$ cat src/rtl/can_tx_pkg.sv
// Shared types and constants for the CAN transmit arbiter.
package can_tx_pkg;

    // Arbiter FSM states
    typedef enum logic [1:0] {
        IDLE  = 2'd0,
        OFFER = 2'd1,
        BUSY  = 2'd2
    } tx_state_e;

    // Default location of the 29-bit extended identifier in a message word
    localparam int DEF_ID_LSB = 96;
    localparam int DEF_ID_W   = 29;

    // Selection policies
    localparam int MODE_LOWEST_ID = 0;  // lowest identifier, ties to lowest index
    localparam int MODE_FIXED_IDX = 1;  // lowest source index, identifier ignored

endpackage

$ cat src/rtl/can_tx_pick.sv
// Combinational winner selector: linear compare chain over all sources.
module can_tx_pick
    import can_tx_pkg::*;
#(
    parameter int NUM_SRC = 2,
    parameter int MSG_W   = 128,
    parameter int ID_LSB  = DEF_ID_LSB,
    parameter int ID_W    = DEF_ID_W,
    parameter int MODE    = MODE_LOWEST_ID
) (
    input  logic [NUM_SRC-1:0]         src_valid,
    input  logic [NUM_SRC*MSG_W-1:0]   src_msg,
    output logic [$clog2(NUM_SRC)-1:0] win_idx,
    output logic                       win_any,
    output logic [MSG_W-1:0]           win_msg
);

    localparam int IW = $clog2(NUM_SRC);

    logic [ID_W-1:0] w_id;
    logic [ID_W-1:0] w_best_id;

    // Walk sources from index 0 upward; a later source only displaces the
    // current best with a strictly lower identifier, so ties stay low.
    always_comb begin
        win_idx   = '0;
        win_any   = 1'b0;
        win_msg   = '0;
        w_id      = '0;
        w_best_id = '0;
        for (int i = 0; i < NUM_SRC; i++) begin
            w_id = src_msg[i*MSG_W+ID_LSB +: ID_W];
            if (src_valid[i] &&
                (!win_any || (MODE == MODE_LOWEST_ID && w_id < w_best_id))) begin
                win_any   = 1'b1;
                win_idx   = IW'(i);
                win_msg   = src_msg[i*MSG_W +: MSG_W];
                w_best_id = w_id;
            end
        end
    end

endmodule

$ cat src/rtl/can_tx_arbiter.sv
// CAN transmit-priority stage: picks a pending message, offers it to the
// bit-stream engine and pops the source on success or retry exhaustion.
module can_tx_arbiter
    import can_tx_pkg::*;
#(
    parameter int NUM_SRC   = 2,
    parameter int MSG_W     = 128,
    parameter int ID_LSB    = DEF_ID_LSB,
    parameter int ID_W      = DEF_ID_W,
    parameter int MODE      = MODE_LOWEST_ID,
    parameter int MAX_RETRY = 0
) (
    input  logic                       sys_clk,
    input  logic                       sys_rst_n,
    input  logic [NUM_SRC-1:0]         src_valid,
    input  logic [NUM_SRC*MSG_W-1:0]   src_msg,
    output logic [NUM_SRC-1:0]         src_pop,
    output logic                       src_drop,
    output logic                       tx_valid,
    input  logic                       tx_ready,
    output logic [MSG_W-1:0]           tx_message,
    output logic [$clog2(NUM_SRC)-1:0] tx_src_idx,
    input  logic                       tx_done,
    input  logic                       tx_arb_lost,
    input  logic                       tx_error,
    input  logic                       abort,
    output logic                       busy
);

    localparam int IW = $clog2(NUM_SRC);
    localparam int RW = (MAX_RETRY == 0) ? 1 : $clog2(MAX_RETRY + 1);

    tx_state_e          r_state, w_state_nxt;
    logic [MSG_W-1:0]   r_msg;
    logic [IW-1:0]      r_idx;
    logic [IW-1:0]      r_last_idx;
    logic [RW-1:0]      r_retry;
    logic [NUM_SRC-1:0] r_pop;
    logic               r_drop;

    logic [IW-1:0]      w_win_idx;
    logic               w_win_any;
    logic [MSG_W-1:0]   w_win_msg;
    logic               w_latch;
    logic [RW-1:0]      w_retry_nxt;
    logic [RW-1:0]      w_retry_inc;
    logic [NUM_SRC-1:0] w_onehot;
    logic [NUM_SRC-1:0] w_pop_nxt;
    logic               w_drop_nxt;

    can_tx_pick #(
        .NUM_SRC (NUM_SRC),
        .MSG_W   (MSG_W),
        .ID_LSB  (ID_LSB),
        .ID_W    (ID_W),
        .MODE    (MODE)
    ) u_pick (
        .src_valid (src_valid),
        .src_msg   (src_msg),
        .win_idx   (w_win_idx),
        .win_any   (w_win_any),
        .win_msg   (w_win_msg)
    );

    // Pop vector for the source currently behind tx_message; saturating retry+1
    always_comb begin
        w_onehot        = '0;
        w_onehot[r_idx] = 1'b1;
        w_retry_inc     = (r_retry == '1) ? r_retry : r_retry + 1'b1;
    end

    // Next state, latch strobe, retry counter and pop/drop pulses
    always_comb begin
        w_state_nxt = r_state;
        w_latch     = 1'b0;
        w_retry_nxt = r_retry;
        w_pop_nxt   = '0;
        w_drop_nxt  = 1'b0;
        case (r_state)
            IDLE: begin
                // Hold off while a pop is in flight: the source has not yet
                // presented its next head, so src_valid/src_msg are stale.
                if (w_win_any && r_pop == '0) begin
                    w_latch     = 1'b1;
                    w_state_nxt = OFFER;
                    if (w_win_idx != r_last_idx)
                        w_retry_nxt = '0;
                end
            end
            OFFER: begin
                if (tx_ready)
                    w_state_nxt = BUSY;
                else if (abort || !src_valid[r_idx])
                    w_state_nxt = IDLE;
            end
            BUSY: begin
                if (tx_done) begin
                    w_pop_nxt   = w_onehot;
                    w_retry_nxt = '0;
                    w_state_nxt = IDLE;
                end else if (tx_arb_lost || tx_error) begin
                    w_state_nxt = IDLE;
                    if (MAX_RETRY != 0 && w_retry_inc == RW'(MAX_RETRY)) begin
                        w_pop_nxt   = w_onehot;
                        w_drop_nxt  = 1'b1;
                        w_retry_nxt = '0;
                    end else begin
                        w_retry_nxt = w_retry_inc;
                    end
                end
            end
            default: w_state_nxt = IDLE;
        endcase
    end

    // State register
    always_ff @(posedge sys_clk or negedge sys_rst_n) begin
        if (!sys_rst_n) r_state <= IDLE;
        else            r_state <= w_state_nxt;
    end

    // Offered message, source index, retry bookkeeping and output pulses
    always_ff @(posedge sys_clk or negedge sys_rst_n) begin
        if (!sys_rst_n) begin
            r_msg      <= '0;
            r_idx      <= '0;
            r_last_idx <= '0;
            r_retry    <= '0;
            r_pop      <= '0;
            r_drop     <= 1'b0;
        end else begin
            if (w_latch) begin
                r_msg      <= w_win_msg;
                r_idx      <= w_win_idx;
                r_last_idx <= w_win_idx;
            end
            r_retry <= w_retry_nxt;
            r_pop   <= w_pop_nxt;
            r_drop  <= w_drop_nxt;
        end
    end

    assign tx_valid   = (r_state == OFFER);
    assign busy       = (r_state != IDLE);
    assign tx_message = r_msg;
    assign tx_src_idx = r_idx;
    assign src_pop    = r_pop;
    assign src_drop   = r_drop;

endmodule

$ cat config.mk
export PLATFORM = sky130hd
export DESIGN_NAME = can_tx_arbiter
export DESIGN_NICKNAME = d
export VERILOG_FILES = /design/src/rtl/can_tx_pkg.sv /design/src/rtl/can_tx_pick.sv /design/src/rtl/can_tx_arbiter.sv
export SDC_FILE = /design/constraint.sdc
export NUM_CORES = 1
export LEC_CHECK = 0
export CAP_MARGIN = 10
export CORE_UTILIZATION = 38
export DETAILED_ROUTE_END_ITERATION = 7
export GPL_ROUTABILITY_DRIVEN = 0
export PLACE_DENSITY_LB_ADDON = 0.05
export SETUP_SLACK_MARGIN = 0.15
export SYNTH_ARGS = -nofsm -noshare
export SYNTH_HDL_FRONTEND = slang
export SYNTH_SLANG_ARGS = --single-unit
$ cat constraint.sdc
create_clock -name sys_clk -period 2.25 [get_ports sys_clk]
set_clock_uncertainty 0.1 [all_clocks]
set_input_delay 0.45 -clock sys_clk [delete_from_list [all_inputs] [get_ports sys_clk]]
set_output_delay 0.45 -clock sys_clk [all_outputs]
set_load 0.1 [all_outputs]
======== Word level (Yosys, flattened, before mapping) ========
Cells that the tools add are included.
storage, ports and cells
  output and inout port bits .............. 134
  flip-flop bits (word level) ............. 133
  logic and storage cells ................. 44
operators by class
  $lt $le $gt $ge ......................... 3
  eq/ne operators ......................... 5
  mux-type cells .......................... 20
  reduce and logical (&&, ||, !) cells .... 12
operators by type and width
  cell                                                         count
  2-to-1 mux 128 bit                                           2
  less-than comparator 29 bit                                  1
  2-to-1 mux 29 bit                                            1
  2-to-1 mux 2 bit                                             7
  2-to-1 mux 1 bit                                             8
  case mux 2 bit (3 select lines)                              1
  zero test 2 bit                                              2
  logical AND 1 bit                                            3
  logical OR 1 bit                                             3
  inequality test 3 x 1 -> 1 bit (second input constant)       1
  inequality test 3 bit (second input constant)                1
  AND reduction 3 bit                                          1
  == test 2 x 1 -> 1 bit (second input constant)               1
  == test 2 bit (second input constant)                        1
  zero test 1 bit                                              2
  less-than comparator 1 x 2 -> 1 bit (second input constant)  1
  inequality test 2 bit (second input constant)                1
  nonzero test 2 bit                                           1
  demux 1 bit (select 1 bit)                                   1
  greater-or-equal comparator 1 bit (second input constant)    1

======== Depth between registers and ports, before layout ========
Gate-level depths: netlist of the first run.
  depth in word-level cells ............... 8
  depth in mapped cells ................... 14
  gate-level depth less buffers ........... 8

======== By module ========
From an unflattened synthesis of the first run, not the netlist that was laid out.
second synthesis, totals
  cell total of the unflattened synthesis .. 574
  area, all modules ....................... 7,484.7 sq um
by module, submodules not included
  module          cells an instance  instances  area an instance (sq um)
  can_tx_arbiter  292                1          5,175.0
  can_tx_pick     282                1          2,309.7

======== Worst setup path after synthesis of the first run ========
OpenSTA, ideal clock, no wires.
  kind .................................... input to register
  start point ............................. input src_valid[0]
  end point ............................... register r_msg[46], in the netlist tx_message[46]
  library setup time ...................... 0.120 ns
  path slack .............................. -1.238 ns
  arrival time ............................ 3.269 ns
  data required time ...................... 2.030 ns
  buffers on the path ..................... 6
  cell stages on the path ................. 14
  cells stage by stage .................... clkbuf_1 clkbuf_1 clkbuf_1 nand2_1 ha_1 a21o_1 a221o_1 a2bb2oi_2 nand2_1 or3_1 buf_2 buf_4 buf_6 a31o_1
between the ends
  word-level cells in the longest chain between the ends .. 8
  elaborated cells between the ends (all ways) .. 12
  those cells by class .................... 1 x order compare; 7 x mux; 4 x reduce/logical
RTL lines
  what                                                            RTL line               source
  from (decl)                                                     can_tx_arbiter.sv:15   input logic [NUM_SRC-1:0] src_valid,
  2-to-1 mux 29 bit or 2-to-1 mux 1 bit (tied branches)           can_tx_pick.sv:33      if (src_valid[i] &&
  less-than comparator 29 bit or zero test 1 bit (tied branches)  can_tx_pick.sv:34      (!win_any || (MODE == MODE_LOWEST_ID && w_id < w_best_id))) begin
  logical OR 1 bit                                                can_tx_pick.sv:34
  logical AND 1 bit                                               can_tx_pick.sv:33
  2-to-1 mux 1 bit                                                can_tx_pick.sv:33
  logical AND 1 bit                                               can_tx_arbiter.sv:83   if (w_win_any && r_pop == '0) begin
  2-to-1 mux 1 bit                                                can_tx_arbiter.sv:83
  2-to-1 mux 1 bit                                                can_tx_arbiter.sv:79   case (r_state)
  to (signal assigned)                                            can_tx_arbiter.sv:133  r_msg <= w_win_msg;
  to (decl)                                                       can_tx_arbiter.sv:34   logic [MSG_W-1:0] r_msg;
Several ways; a longest one is shown, not always the timed one.
A chain may end at the register's enable or synchronous reset.

======== Worst setup path in the final report of the first run ========
  start point ............................. input src_msg[243]
  end point ............................... register r_idx, in the netlist tx_src_idx
between the ends
  word-level cells in the longest chain between the ends .. 7
  elaborated cells between the ends (all ways) .. 8
  those cells by class .................... 1 x order compare; 4 x mux; 3 x reduce/logical
RTL lines
  what                             RTL line               source
  from (decl)                      can_tx_arbiter.sv:16   input logic [NUM_SRC*MSG_W-1:0] src_msg,
  less-than comparator 29 bit (*)  can_tx_pick.sv:34
  logical OR 1 bit (*)             can_tx_pick.sv:34
  logical AND 1 bit (*)            can_tx_pick.sv:33
  2-to-1 mux 1 bit                 can_tx_pick.sv:33
  logical AND 1 bit                can_tx_arbiter.sv:83
  2-to-1 mux 1 bit                 can_tx_arbiter.sv:83
  2-to-1 mux 1 bit                 can_tx_arbiter.sv:79
  to (signal assigned)             can_tx_arbiter.sv:134  r_idx <= w_win_idx;
  to (decl)                        can_tx_arbiter.sv:35   logic [IW-1:0] r_idx;
Every way passes the cells marked *; elsewhere a longest branch is shown, timed or not.

==> flow_summary.yaml, run 1 <==
run_status:
  status: "finished with violations"
  violations: "setup timing"
power_and_ir_drop:
  leakage_nw: 6.95
  peakVddDrop_v: 0.00117
  power.total_mw: 25.3
  powerDensity_nw_per_um2: 1540
place:
  dp_slack_ns: -1.26
  dp.cells: 1696
  dp_hpwl_um: 23200
  numPortBuffers: 397
clocking:
  clock-sinks: 133
  clock_latency_ns: 0.42
  clk_path_buf_depth: 2
  cts_tree: "built"
  cts_buffers: 17
  cts-root-buf: "clkbuf_16"
  clk_pin_slew_ns: 0.07
  htreeDepth: 4
drt:
  wirelength_um: 44800
  drc: 0
  drt-met1-wl_um: 16400
  wl_per_cell_um: 23.5
  drtAntennaViolNets: 0
  drtPass1Iterations: 6
  routed-via-count: 11400
  via_per_inst: 6.01
  routed.top_layer: "met4"
  drt_iter0_markers: 858
  wl_met2_um: 21700
  dr_wl_met3_um: 3880
floorplanning:
  io_pins: 399
  fp.dieArea_um2: 23600
  core_area_um2: 22600
  row_count: 55
  die_height_um: 154
  start_util: 0.387
  die_w_um: 154
sta:
  slew_viol_final: 0
  finalHoldViolCount: 0
  whs_ns: 0.187
  fmax_mhz: 351
  timing.final.ws_setup_ns: -0.601
  tightest_slew_ns: 0.786
  finalSetupViolCount: 129
  fin_crit_ns: 2.85
  relSlewSlack: 0.476
  rsz0062_at_grt: "yes"
  fin_crit_sh: 1.27
worst_setup_path:
  cp_num_buf_inv: 10
  r2r_slack_ns: 0.04
  crit_family: "buffers and inverters"
  crit_path_start_kind: "input port"
  crit_fanout: 6
  rr_worst_depth: 6
  cp_slowest_cell: "dlygate4sd2_1"
  path_class: "in2reg"
  critPathRequiredTime_ns: 2.45
  crit_path_end_kind: "register"
  crit_path_frequent_cell: "buf_6"
  crit_chain: "dlygate4sd2_1, ha_4, nand2_2, nor4_2, buf_4, buf_6, a2bb2oi_4, buf_6, buf_6, buf_6, buf_6, buf_6, a21oi_4, a211oi_4, buf_6, buf_8, a21o_1"
  critPathMaxStageDelay_ns: 0.32
  critical_path_arrival_ns: 3.05
  timing.rr.end: "tx_message[88]"
  reg2reg_from: "r_state[1]"
flow_run:
  cap_violations: 0
cells_and_area:
  final_common_cell: "buf_4"
  final_cell_count_no_fill: 1906
  area_growth_pct: 88.1
  multi_input_area_um2: 5680
  layout_common_cells: "buf_4, clkdlybuf4s50_1, dfrtp_1"
  seqCellArea_um2: 3330
  final_nets: 1895
  drive_above_1_share: 0.343
  fillers: 1681
grt:
  track_usage: 0.353
  antenna_found_initial: 6
  grt_pass1_vias: 11200
  grt_overflow: 0
  grt_max_degree: 101
  grt_pass1_wl_um: 64500
hold_path:
  hp-class: "in2reg"
  hold_depth: 2
  hold_path.startpoint: "src_msg[240]"
  whs_endpoint: "tx_message[112]"
synth:
  yosys.area.top_type: "dfrtp_1"
  syn_nets: 1345
  syn-cell-area_um2: 8740
  synth.top_cell.area_share: 0.381
  synth_area_leaders: "dfrtp_1, a311o_1, a21boi_0, nand2_1, nand3_1"
  synth-seq-cells: 133
  yosys_warnings: 0
  syn_inst: 1052
  syn_avg_cell_area_um2: 8.31
  synth.yosys.seq_area_share: 0.381
  yosysUniqueCellTypes: 43
[kinds of logic after synthesis]
| family | after synthesis | share of synthesized area |
|---|---|---|
| buf+inv | 115 | 0.0552 |
| flops | 133 | 0.381 |
| fa+ha+maj | 28 | 0.0401 |
| simple gates | 363 | 0.188 |
| compound gates | 412 | 0.335 |
| other cells | 1 | 0.000429 |
[routing by layer]
| layer | GRT usage | vias to the layer above |
|---|---|---|
| li1 | - | 5090 |
| met4 | 0.201 | 0 |
| met2 | 0.598 | 650 |
| met3 | 0.0803 | 186 |
| met5 | 0 | - |
| met1 | 0.410 | 5520 |
[flip-flops by register name, indices dropped and copies added (netlist names)]
signal	cells
src_pop	2
tx_message	128
r_state	2
tx_src_idx	1
[repair_timing]
action                                  in CTS  in global routing
pin swaps                                   76                 37
endpoints found under the hold margin       43                  0
hold buffers                                 1                  0
endpoints found under the setup margin     129                129
gates resized for setup                    239                 54
buffers inserted                           130                 12
gates cloned                                14                 15
[synthesized netlist by cell type]
master and count:
nor2_2 1, nor3_2 1, o221ai_1 1, a21o_1 3, nor2_1 31, a211oi_1 1, inv_1 2, a311oi_1 1
and3_1 1, a21oi_1 90, a311o_1 75, nor2b_1 2, and4_1 2, buf_1 9, o21ai_1 2, nor3_1 76
buf_6 1, nand2_1 139, nand3_1 100, and2_1 1, a221o_1 1, o31a_1 1, a31o_1 10, o21ai_0 79
o21a_1 3, ha_1 28, a21boi_0 75, nor4_2 2, a2bb2oi_2 1, o31ai_1 24, buf_2 26, a22o_1 1
or2_2 1, dfrtp_1 133, a31o_2 14, or3_1 2, o22a_1 1, nand4_1 4, a31oi_1 1, conb_1 1
o2bb2ai_1 28, clkbuf_1 74, buf_4 3
[worst max path at each step]
| stage | start | end | slack (ns) | depth (start not counted) |
|---|---|---|---|---|
| final | src_msg[243] | tx_src_idx | -0.60 | 17 |
| after global routing | src_msg[243] | tx_src_idx | -0.60 | 17 |
| after CTS | src_valid[0] | tx_message[11] | -0.32 | 12 |
| after detailed placement | src_msg[110] | tx_message[122] | -1.26 | 9 |
| after global placement | src_msg[110] | tx_message[111] | -1.21 | 9 |
| after floorplan | src_valid[0] | tx_message[84] | -0.69 | 13 |
[worst register-to-register path, stage by stage, from the launching register on]
cell     delay (ns)
dfrtp_1        0.43
or2_2          0.35
or3_4          0.42
buf_12         0.21
nand2_1        0.13
o21ai_0        0.10
a311o_1        0.37
[final cells by class]
| type | instances | area share |
|---|---|---|
| Timing Repair Buffer | 643 | 0.394 |
| Tap cell | 285 | 0.0217 |
| Antenna cell | 7 | 0.00107 |
| Clock buffer | 19 | 0.0269 |
| Multi-Input combinational cell | 805 | 0.345 |
| Sequential cell | 133 | 0.203 |
| Inverter | 2 | 0.000457 |
| Clock inverter | 12 | 0.00799 |
[report_power, final]
part	internal, mW	switching, mW	total, mW	leakage (nW)
registers	3.59	0.904	4.50	1.61
logic	4.96	13.1	18.0	5.06
clock network	1.66	1.16	2.82	0.271
total	10.2	15.1	25.3	6.95
[stage by stage]
step                area, um2  utilization  setup TNS (ns)
floorplan                8940            -          -81.38
global placement        13300        0.588         -140.11
detailed placement      13300        0.588         -140.50
CTS                     15800        0.700          -35.23
global route            16400        0.728          -61.43
finish                  16400        0.729          -60.37
(Power assumes the default switching activity.)
==> run 2: changes to the inputs <==
--- a/config.mk
+++ b/config.mk
@@ -6,11 +6,14 @@
 export NUM_CORES = 1
 export LEC_CHECK = 0
 export CAP_MARGIN = 10
-export CORE_UTILIZATION = 38
+export CORE_AREA = 2 2 156 158
 export DETAILED_ROUTE_END_ITERATION = 7
+export DIE_AREA = 0 0 158 160
 export GPL_ROUTABILITY_DRIVEN = 0
 export PLACE_DENSITY_LB_ADDON = 0.05
 export SETUP_SLACK_MARGIN = 0.15
 export SYNTH_ARGS = -nofsm -noshare
 export SYNTH_HDL_FRONTEND = slang
+export SYNTH_HIERARCHICAL = 1
 export SYNTH_SLANG_ARGS = --single-unit
+export TNS_END_PERCENT = 1
==> run 2 against run 1 <==
The flow still finishes with violations (setup timing). Hold slack improved by 0.22 ns. Via count fell by 39%. Synthesized cell count fell by 45%. Sequential cell count did not move. Area after synthesis fell by 14%. Maximum frequency fell by 10%. Global-route usage fell by 13 points. First-iteration DRC count fell by 52%. Die area rose by 7.0%. Cell count fell by 30%.
==> flow_summary.yaml, run 2 <==
run_status:
  status: "finished with violations"
  violations: "setup timing"
sta:
  timing.final.ws_setup_ns: -0.933
  whs_ns: 0.406
  fmax_mhz: 314
  fin_crit_ns: 3.18
  relSlewSlack: 0.460
  finalSetupViolCount: 129
  tightest_slew_ns: 0.810
  fin_crit_sh: 1.41
  fin_setup_tns_ns: -111.60
  slew_viol_final: 0
  finalHoldViolCount: 0
  rsz0062_at_grt: "yes"
drt:
  drtPass1Iterations: 5
  wirelength_um: 28300
  wl_per_cell_um: 21.1
  drtAntennaViolNets: 0
  drt_iter0_markers: 411
  drc: 0
  routed-via-count: 6942
  via_per_inst: 5.18
clocking:
  clk_pin_slew_ns: 0.06
  htreeDepth: 4
  clk_path_buf_depth: 2
  cts_tree: "built"
  cts-root-buf: "clkbuf_16"
  clock_latency_ns: 0.42
  cts_buffers: 17
  clock-sinks: 133
floorplanning:
  fp.dieArea_um2: 25300
  start_util: 0.314
  core_area_um2: 23800
  die_w_um: 158
  io_pins: 399
  die_height_um: 160
  row_count: 57
grt:
  antenna_found_initial: 1
  grt_pass1_vias: 7491
  grt_pass1_wl_um: 42700
  grt_max_degree: 73
  track_usage: 0.221
  grt_overflow: 0
cells_and_area:
  final_nets: 1294
  largest_reg_flops: 128
  final_common_cell: "clkdlybuf4s50_1"
  area_growth_pct: 70.4
  multi_input_area_um2: 3820
  drive_above_1_share: 0.392
  layout_common_cells: "clkdlybuf4s50_1, buf_4, dfrtp_1"
  fillers: 2138
  seqCellArea_um2: 3330
synth:
  syn_inst: 574
  synth-compound-area-share: 0.193
  synthAdderAreaFrac: 0.0468
  synth_xor_area_frac: 0
  async_flop_share: 1.00
  yosysMostFrequentCell: "dfrtp_1"
  synth.yosys.seq_area_share: 0.445
  yosys.area_share.simple: 0.0401
  synth-seq-cells: 133
  netlist_top_cells_count: "dfrtp_1, a32o_1, mux2_2"
  yosys_warnings: 6
  synth.top_cell.area_share: 0.445
  synth_mux_area_frac: 0.201
  yosys.area.top_type: "dfrtp_1"
  syn-cell-area_um2: 7480
  syn_nets: 867
  synth_top_family_by_area: "multiplexers"
  synth_ff_type: "dfrtp_1"
  synth_area_leaders: "dfrtp_1, mux2_2, a32o_1, ha_1, buf_12"
  syn_avg_cell_area_um2: 13.0
  yosysUniqueCellTypes: 37
  synth_edf_count: 0
power_and_ir_drop:
  seqPwrFrac: 0.194
  leakage_nw: 5.55
  p_sw_frac: 0.565
  combPwrFrac: 0.668
  p_switching_mw: 12.1
  power.internal_mw: 9.29
  powerDensity_nw_per_um2: 1670
  power.total_mw: 21.4
  peakVddDrop_v: 0.00102
  clockPowerShare: 0.138
worst_setup_path:
  crit_path_end_kind: "register"
  crit_path_start_kind: "input port"
  path_class: "in2reg"
  critical_path_arrival_ns: 3.39
  critPathRequiredTime_ns: 2.46
  crit_fanout: 8
place:
  dp_slack_ns: -1.60
  dp_hpwl_um: 19900
  numPortBuffers: 397
flow_run:
  cap_violations: 0
hold_path:
  hp-class: "reg2reg"
## run 2: repair_timing
action / 4_1_cts / 5_1_grt
resized for setup: 67 / 11
pin swaps: 106 / 9
cloned: 5 / 0
hold buffers: 1 / 0
buffers inserted: 14 / 2
hold endpoints to repair: 40 / 0
endpoints found under the setup margin: 129 / 129
## run 2: through the flow
step / area, um2 / instances / util
finish: 12800 / 1339 / 0.535
detailed placement: 11600 / 1284 / 0.488
global route: 12800 / 1339 / 0.535
global placement: 11600 / 1284 / 0.488
CTS: 12700 / 1336 / 0.532
floorplan: 7570 / 574 / -
## run 2: final cells by class
cell class,count,area share
timing repair buffer,469,0.359
tap,324,0.0318
multi-input combinational,378,0.299
inverter,2,0.000589
antenna,1,0.000196
clock inverter,13,0.0135
sequential,133,0.261
clock buffer,19,0.0347
## run 2: final timing paths
kind | to | cells after the start | start | slack (ns)
min reg2reg | tx_message[72] | 1 | tx_message[72] | 0.41
min in group asynchronous | tx_message[115] | 2 | sys_rst_n | 0.43
max | tx_message[10] | 21 | src_valid[0] | -0.93
max in group asynchronous | r_state[0] | 3 | sys_rst_n | 0.96
max reg2reg | tx_message[52] | 5 | r_state[0] | 0.36
min | tx_message[72] | 1 | tx_message[72] | 0.41
## run 2: per-layer routing
layer  vias to the layer above  track usage  part of all wire
met1                      3436        0.255              0.38
met5                         -            0                 0
met2                       320        0.388              0.51
met3                        42       0.0621             0.078
li1                       3144            -                 -
met4                         0       0.0831             0.028
## run 2: logic make-up (layout without fill, tap and decap cells)
group	count (synthesis)	after routing
AOI/OAI and AO/OA	153	153
adders and majority gates	28	28
buffers and inverters	63	503
DFF	133	133
muxes	130	130
other	1	2
and+or+nand+nor	66	66
## run 2: power groups by stage
stage | clock (mW) | sequential (mW) | combinational [mW]
floorplan | 0 | 11.9 | 3.10
global placement | 0 | 4.12 | 14.0
detailed placement | 0 | 4.16 | 14.1
CTS | 3.02 | 4.15 | 14.3
global route | 3.13 | 4.29 | 14.7
finish | 2.96 | 4.13 | 14.3
## run 2: critical path, cell delays in order
cell,delay (ns)
buf_6,0.07
buf_12,0.11
buf_12,0.13
nand2_4,0.06
ha_4,0.27
nand4_1,0.14
buf_4,0.16
buf_4,0.12
buf_4,0.12
buf_4,0.12
buf_4,0.12
buf_4,0.12
nor2_1,0.09
nand2_1,0.06
nand4_1,0.15
o21ai_4,0.12
buf_12,0.17
buf_12,0.13
buf_16,0.14
a32o_1,0.25
mux2_2,0.26
